## src/rtl/mux5_rr_arbiter.sv

```systemverilog
// mux5_rr_arbiter: round-robin owner selection for the shared 5:1 mux.
// One requester owns the mux at a time. sel carries the owner index, or
// the idle code 3'b101 (mux output forced to 0) when nobody is granted.
// A single owner holds the mux for at most HOLD_MAX consecutive cycles.
module mux5_rr_arbiter #(
  parameter int HOLD_MAX = 8
) (
  input  logic       clk,
  input  logic       reset,
  input  logic [4:0] req,
  output logic [4:0] grant,
  output logic [2:0] sel,
  output logic       busy,
  output logic       timeout
);

  // Holds 0..HOLD_MAX-1; one spare code keeps HOLD_MAX=1 at a legal width.
  localparam int                CNT_W    = $clog2(HOLD_MAX + 1);
  localparam logic [CNT_W-1:0]  CNT_LAST = CNT_W'(HOLD_MAX - 1);
  localparam logic [CNT_W-1:0]  CNT_ONE  = CNT_W'(1);
  localparam logic [2:0]        SEL_IDLE = 3'b101;

  typedef enum logic [0:0] {
    ST_IDLE  = 1'b0,
    ST_GRANT = 1'b1
  } state_t;

  // Request bit for an index; codes outside 0..4 read as "not requesting".
  function automatic logic req_at(input logic [4:0] r, input logic [2:0] idx);
    logic bit_v;
    case (idx)
      3'd0:    bit_v = r[0];
      3'd1:    bit_v = r[1];
      3'd2:    bit_v = r[2];
      3'd3:    bit_v = r[3];
      3'd4:    bit_v = r[4];
      default: bit_v = 1'b0;
    endcase
    return bit_v;
  endfunction

  // One-hot grant vector for an owner index; invalid codes give no grant.
  function automatic logic [4:0] onehot5(input logic [2:0] idx);
    logic [4:0] oh;
    case (idx)
      3'd0:    oh = 5'b00001;
      3'd1:    oh = 5'b00010;
      3'd2:    oh = 5'b00100;
      3'd3:    oh = 5'b01000;
      3'd4:    oh = 5'b10000;
      default: oh = 5'b00000;
    endcase
    return oh;
  endfunction

  // Round-robin start point following a winner (4 wraps back to 0).
  function automatic logic [2:0] ptr_after(input logic [2:0] idx);
    logic [2:0] nxt;
    case (idx)
      3'd0:    nxt = 3'd1;
      3'd1:    nxt = 3'd2;
      3'd2:    nxt = 3'd3;
      3'd3:    nxt = 3'd4;
      default: nxt = 3'd0;
    endcase
    return nxt;
  endfunction

  // Search ptr, ptr+1, ... mod 5; returns {found, winner index}.
  function automatic logic [3:0] rr_pick(input logic [4:0] r, input logic [2:0] p);
    logic [3:0] res;
    logic [3:0] sum;
    logic [2:0] idx;
    res = 4'b0000;
    for (int i = 0; i < 5; i++) begin
      sum = {1'b0, p} + 4'(i);
      if (sum >= 4'd5) begin
        idx = 3'(sum - 4'd5);
      end else begin
        idx = sum[2:0];
      end
      if (!res[3] && req_at(r, idx)) begin
        res = {1'b1, idx};
      end else begin
        res = res;
      end
    end
    return res;
  endfunction

  state_t           r_state;
  logic [4:0]       r_grant;
  logic [2:0]       r_sel;
  logic             r_busy;
  logic             r_timeout;
  logic [2:0]       r_ptr;
  logic [CNT_W-1:0] r_cnt;

  state_t           w_state_nxt;
  logic [4:0]       w_grant_nxt;
  logic [2:0]       w_sel_nxt;
  logic             w_busy_nxt;
  logic             w_timeout_nxt;
  logic [2:0]       w_ptr_nxt;
  logic [CNT_W-1:0] w_cnt_nxt;

  logic [3:0]       w_pick;
  logic             w_win;
  logic [2:0]       w_win_idx;
  logic             w_owner_req;
  logic             w_hold_hit;

  // The owner is the registered sel value while in GRANT. Both the IDLE
  // search and the release search start from r_ptr, which was already
  // advanced past the current owner when its grant was issued, so a
  // timed-out owner is found last and only wins again when alone.
  assign w_pick      = rr_pick(req, r_ptr);
  assign w_win       = w_pick[3];
  assign w_win_idx   = w_pick[2:0];
  assign w_owner_req = req_at(req, r_sel);
  assign w_hold_hit  = (r_cnt == CNT_LAST);

  // Next-state, grant hand-off and hold counting.
  always_comb begin
    w_state_nxt   = r_state;
    w_grant_nxt   = r_grant;
    w_sel_nxt     = r_sel;
    w_busy_nxt    = r_busy;
    w_timeout_nxt = 1'b0;
    w_ptr_nxt     = r_ptr;
    w_cnt_nxt     = r_cnt;

    case (r_state)
      ST_IDLE: begin
        if (w_win) begin
          w_state_nxt = ST_GRANT;
          w_grant_nxt = onehot5(w_win_idx);
          w_sel_nxt   = w_win_idx;
          w_busy_nxt  = 1'b1;
          w_ptr_nxt   = ptr_after(w_win_idx);
          w_cnt_nxt   = '0;
        end else begin
          w_state_nxt = ST_IDLE;
          w_grant_nxt = 5'b00000;
          w_sel_nxt   = SEL_IDLE;
          w_busy_nxt  = 1'b0;
        end
      end

      ST_GRANT: begin
        if (!w_owner_req || w_hold_hit) begin
          // Release: owner dropped, or it used up its hold budget.
          w_timeout_nxt = w_owner_req;
          if (w_win) begin
            w_state_nxt = ST_GRANT;
            w_grant_nxt = onehot5(w_win_idx);
            w_sel_nxt   = w_win_idx;
            w_busy_nxt  = 1'b1;
            w_ptr_nxt   = ptr_after(w_win_idx);
            w_cnt_nxt   = '0;
          end else begin
            w_state_nxt = ST_IDLE;
            w_grant_nxt = 5'b00000;
            w_sel_nxt   = SEL_IDLE;
            w_busy_nxt  = 1'b0;
            w_cnt_nxt   = '0;
          end
        end else begin
          w_cnt_nxt = r_cnt + CNT_ONE;
        end
      end

      default: begin
        // Unreachable encoding: fall back to a clean idle.
        w_state_nxt = ST_IDLE;
        w_grant_nxt = 5'b00000;
        w_sel_nxt   = SEL_IDLE;
        w_busy_nxt  = 1'b0;
        w_ptr_nxt   = 3'd0;
        w_cnt_nxt   = '0;
      end
    endcase
  end

  // State and registered outputs, asynchronously cleared by reset.
  always_ff @(posedge clk or posedge reset) begin
    if (reset) begin
      r_state   <= ST_IDLE;
      r_grant   <= 5'b00000;
      r_sel     <= SEL_IDLE;
      r_busy    <= 1'b0;
      r_timeout <= 1'b0;
      r_ptr     <= 3'd0;
      r_cnt     <= '0;
    end else begin
      r_state   <= w_state_nxt;
      r_grant   <= w_grant_nxt;
      r_sel     <= w_sel_nxt;
      r_busy    <= w_busy_nxt;
      r_timeout <= w_timeout_nxt;
      r_ptr     <= w_ptr_nxt;
      r_cnt     <= w_cnt_nxt;
    end
  end

  assign grant   = r_grant;
  assign sel     = r_sel;
  assign busy    = r_busy;
  assign timeout = r_timeout;

endmodule
```

## config.mk

```make
export PLATFORM = sky130hd
export DESIGN_NAME = mux5_rr_arbiter
export DESIGN_NICKNAME = d
export VERILOG_FILES = /design/src/rtl/mux5_rr_arbiter.sv
export SDC_FILE = /design/constraint.sdc
export NUM_CORES = 1
export LEC_CHECK = 0
export ABC_AREA = 1
export BUFFER_PORTS_ARGS = -buffer_cell sky130_fd_sc_hd__buf_2
export CORE_ASPECT_RATIO = 2
export CORE_MARGIN = 2
export CORE_UTILIZATION = 35
export CTS_BUF_LIST = sky130_fd_sc_hd__clkbuf_8 sky130_fd_sc_hd__clkbuf_16
export DETAILED_ROUTE_END_ITERATION = 16
export GPL_ROUTABILITY_DRIVEN = 1
export GPL_TIMING_DRIVEN = 1
export SLEW_MARGIN = 20
export SYNTH_ARGS = -nofsm -noshare
export SYNTH_HDL_FRONTEND = slang
export SYNTH_SLANG_ARGS = --single-unit
```

## constraint.sdc

```tcl
create_clock -name clk -period 2.9 [get_ports clk]
set_input_delay 0.435 -clock clk [delete_from_list [all_inputs] [get_ports clk]]
set_output_delay 0.435 -clock clk [all_outputs]
set_load 0.01 [all_outputs]
```

==> results.py <==
metrics = {
    "run_status": {
        "status": "completed",
    },
    "layout": {
        "fin_nets": 335,
        "num_antenna_cells": 0,
        "area_growth_pct": 21.62,
        "drive_above_1_share_pct": 30.91,
    },
    "synth": {
        "ys_ff_latch": 18,
        "syn_avg_cell_area_um2": 6.652,
        "synthDistinctLibCells": 37,
        "yosys_warnings": 0,
        "syn_area_um2": 1869,
        "synth-seq-area-share_pct": 24.23,
        "syn_nets": 298,
        "syn_inst": 281,
    },
    "worst_setup_path": {
        "crit_top_cell": "inv_2",
        "cp_slowest_stage_delay_ns": 0.39,
        "r2r-start": "r_ptr[0]",
        "start_kind": "flip-flop",
        "required_ns": 3.04,
        "cp-end-kind": "flip-flop",
        "path_max_fanout": 7,
        "crit_type": "flip-flop to flip-flop",
        "path_cells": "inv_2 > ha_2 > inv_1 > fa_1 > inv_2 > nand2_4 > o21ai_2 > buf_4 > nand3_2 > nand2_2 > nand2_2 > o21ai_4 > nor2_8 > nand4_1 > inv_2 > nor2_4 > nand2_1 > nand3_2 > nand2_1",
        "cp_num_buf_inv": 5,
        "slowest_stage": "dfrtp_1",
        "crit_arrival_ns": 2.85,
        "reg2reg_depth": 19,
        "r2r_setup_slack_ns": 0.19,
        "rr_endpoint": "r_ptr[1]",
        "cpLargestDelayFamily": "simple AND/OR/NAND/NOR gates",
    },
    "clock_tree": {
        "clkTransAtPathRegs_ns": 0.06,
        "cts.sinks": 18,
        "cts_tree": "yes",
        "clk-insertion-delay-late_ns": 0.25,
        "cts_buffer_depth": 2,
        "cts_made_buffers": 3,
        "cts-root-buf": "clkbuf_8",
        "h-tree-depth": 1,
    },
    "floorplanning": {
        "io_pins": 17,
        "fp.dieH_um": 107.4,
        "coreArea_um2": 5139,
        "floorplan.initialDensity_pct": 36.38,
        "dieWidth_um": 55.68,
        "core.rowCount": 37,
        "die-area_um2": 5977,
    },
    "sta": {
        "period_minus_slack_ns": 2.710,
        "fmax_ghz": 0.3690,
        "hold_viol": 0,
        "tns_ns": 0,
        "setup_viol": 0,
        "slew_headroom_pct": 55.96,
        "finalCritPeriodShare_pct": 93.44,
        "maxSlewViolCount": 0,
        "clock_skew_ns": 0.001849,
        "worstMarginPinSlew_ns": 0.6598,
    },
    "place": {
        "place.gp.congestion": 0.9342,
        "portBuffers": 16,
        "place_hpwl_um": 4532,
    },
    "global_routing": {
        "grt_pass1_wl_um": 8983,
        "grt_antenna_before_repair": 0,
        "grt_max_degree": 19,
        "grtUsageTotal_pct": 19.14,
        "grt_overflow": 0,
        "grt_pass1_vias": 1991,
    },
    "drt": {
        "drc": 0,
        "postRouteAntennaNets": 0,
        "wl_per_cell_um": 14.67,
        "num_vias": 1993,
        "drt_first_pass_iters": 4,
        "drt_iter0_markers": 47,
        "wl_um": 5500,
        "routed_via_density": 5.315,
    },
    "worst_hold_path": {
        "hold_class": "primary input to async pin",
    },
    "flow_run": {
        "cap_violations": 0,
    },
}
## registers in the layout, indices dropped and copies added, names as in the netlist
name     count
grant        5
r_cnt        4
r_ptr        3
sel          3
busy         1
r_state      1
timeout      1
## synth_stat cells, drive strengths merged
library cell	count	area [µm²]
o22ai	1	6.260
mux2i	1	10.01
buf	1	11.26
nand2	91	384.1
o41ai	1	8.760
xnor2	1	8.760
o21ai	23	130.1
a21oi	5	40.04
xor2	3	26.28
nand2b	1	6.260
nor3	1	5.000
nand4	8	56.30
dfstp	2	52.55
inv	44	165.2
clkinv	1	3.750
nand3	48	280.3
o32ai	1	8.760
nor2	19	116.4
or3	1	6.260
a31oi	1	6.260
clkbuf	1	3.750
dfrtp	16	400.4
ha	9	112.6
fa	1	20.02
## metrics by stage
| stage | hold slack [ns] | std cells | utilization (%) | worst slack (ns) | area, µm² |
|---|---|---|---|---|---|
| floorplan | 0.3721 | 281 | - | 0.2791 | 1869 |
| global placement | 0.4610 | 366 | 40.95 | -0.05168 | 2105 |
| detailed placement | 0.4596 | 366 | 40.95 | -0.05759 | 2105 |
| CTS | 0.2910 | 370 | 41.86 | 0.008063 | 2151 |
| global route | 0.3391 | 375 | 44.24 | -0.01083 | 2273 |
| finish | 0.2662 | 375 | 44.24 | 0.1902 | 2273 |
## worst register-to-register path, stage by stage, from the launching register on
cell	delay [ns]
dfrtp_1	0.39
inv_2	0.08
ha_2	0.19
inv_1	0.05
fa_1	0.37
inv_2	0.10
nand2_4	0.08
o21ai_2	0.18
buf_4	0.15
nand3_2	0.08
nand2_2	0.09
nand2_2	0.06
o21ai_4	0.11
nor2_8	0.07
nand4_1	0.19
inv_2	0.06
nor2_4	0.13
nand2_1	0.09
nand3_2	0.07
nand2_1	0.05
## cell families after synthesis
logic type               synth area share (%)
AO/OA/AOI/OAI                           10.71
XOR/XNOR                                1.875
adder cells (fa/ha/maj)                 7.095
buffers and inverters                   9.839
flip-flops                              24.23
multiplexers                           0.5355
AND/OR/NAND/NOR                         45.72
## cell type report
type,instances,area (µm²)
fillers,548,2865
inverters,45,168.9
clock buffers,3,41.29
clock inverters,1,3.754
repair buffers,34,215.2
well taps,58,72.57
multi-input cells,216,1318
flip-flops and latches,18,454.2
## repair_timing
item,in CTS,in global routing
setup endpoints to repair,2,11
pin swaps,0,13
gates resized for setup,2,25
setup buffers,0,5
hold buffers,0,0
## metal layers
metal | vias to the layer above | track usage, % | routed length, µm
li1 | 991 | - | -
met1 | 924 | 17.43 | 1846
met2 | 52 | 38.10 | 3122
met3 | 26 | 1.322 | 162
met4 | 0 | 13.59 | 368
met5 | - | 0 | 0
## placed cells by master, fill, tap and decap left out, types with 3 or more instances in the layout
cell type / Yosys / layout
nand2_1: 80 / 75
nand3_1: 43 / 37
inv_1: 33 / 31
buf_4: 0 / 18
buf_2: 0 / 16
dfrtp_1: 16 / 15
inv_2: 11 / 14
nor2_1: 14 / 14
nand2_2: 8 / 12
o21ai_1: 8 / 10
nand3_2: 3 / 9
nand4_1: 7 / 7
o21ai_0: 11 / 7
ha_1: 9 / 6
o21ai_2: 4 / 5
nand2_4: 3 / 4
xor2_1: 3 / 3
a21oi_1: 3 / 3
clkbuf_8: 0 / 3
## how the worst max path moves through the flow
stage / from / cells after the start / slack (ns) / end
CTS: r_ptr[0] / 17 / 0.008 / r_ptr[1]
finish: r_ptr[0] / 19 / 0.19 / r_ptr[1]
detailed placement: r_ptr[1] / 18 / -0.06 / r_ptr[1]
global placement: r_ptr[1] / 18 / -0.05 / r_ptr[1]
global route: r_ptr[0] / 19 / -0.01 / r_ptr[1]
floorplan: r_ptr[0] / 16 / 0.28 / r_ptr[1]
Power is left out: the tool's default activity adds up to more than one toggle a clock period on the data nets, which glitch-free logic cannot reach.
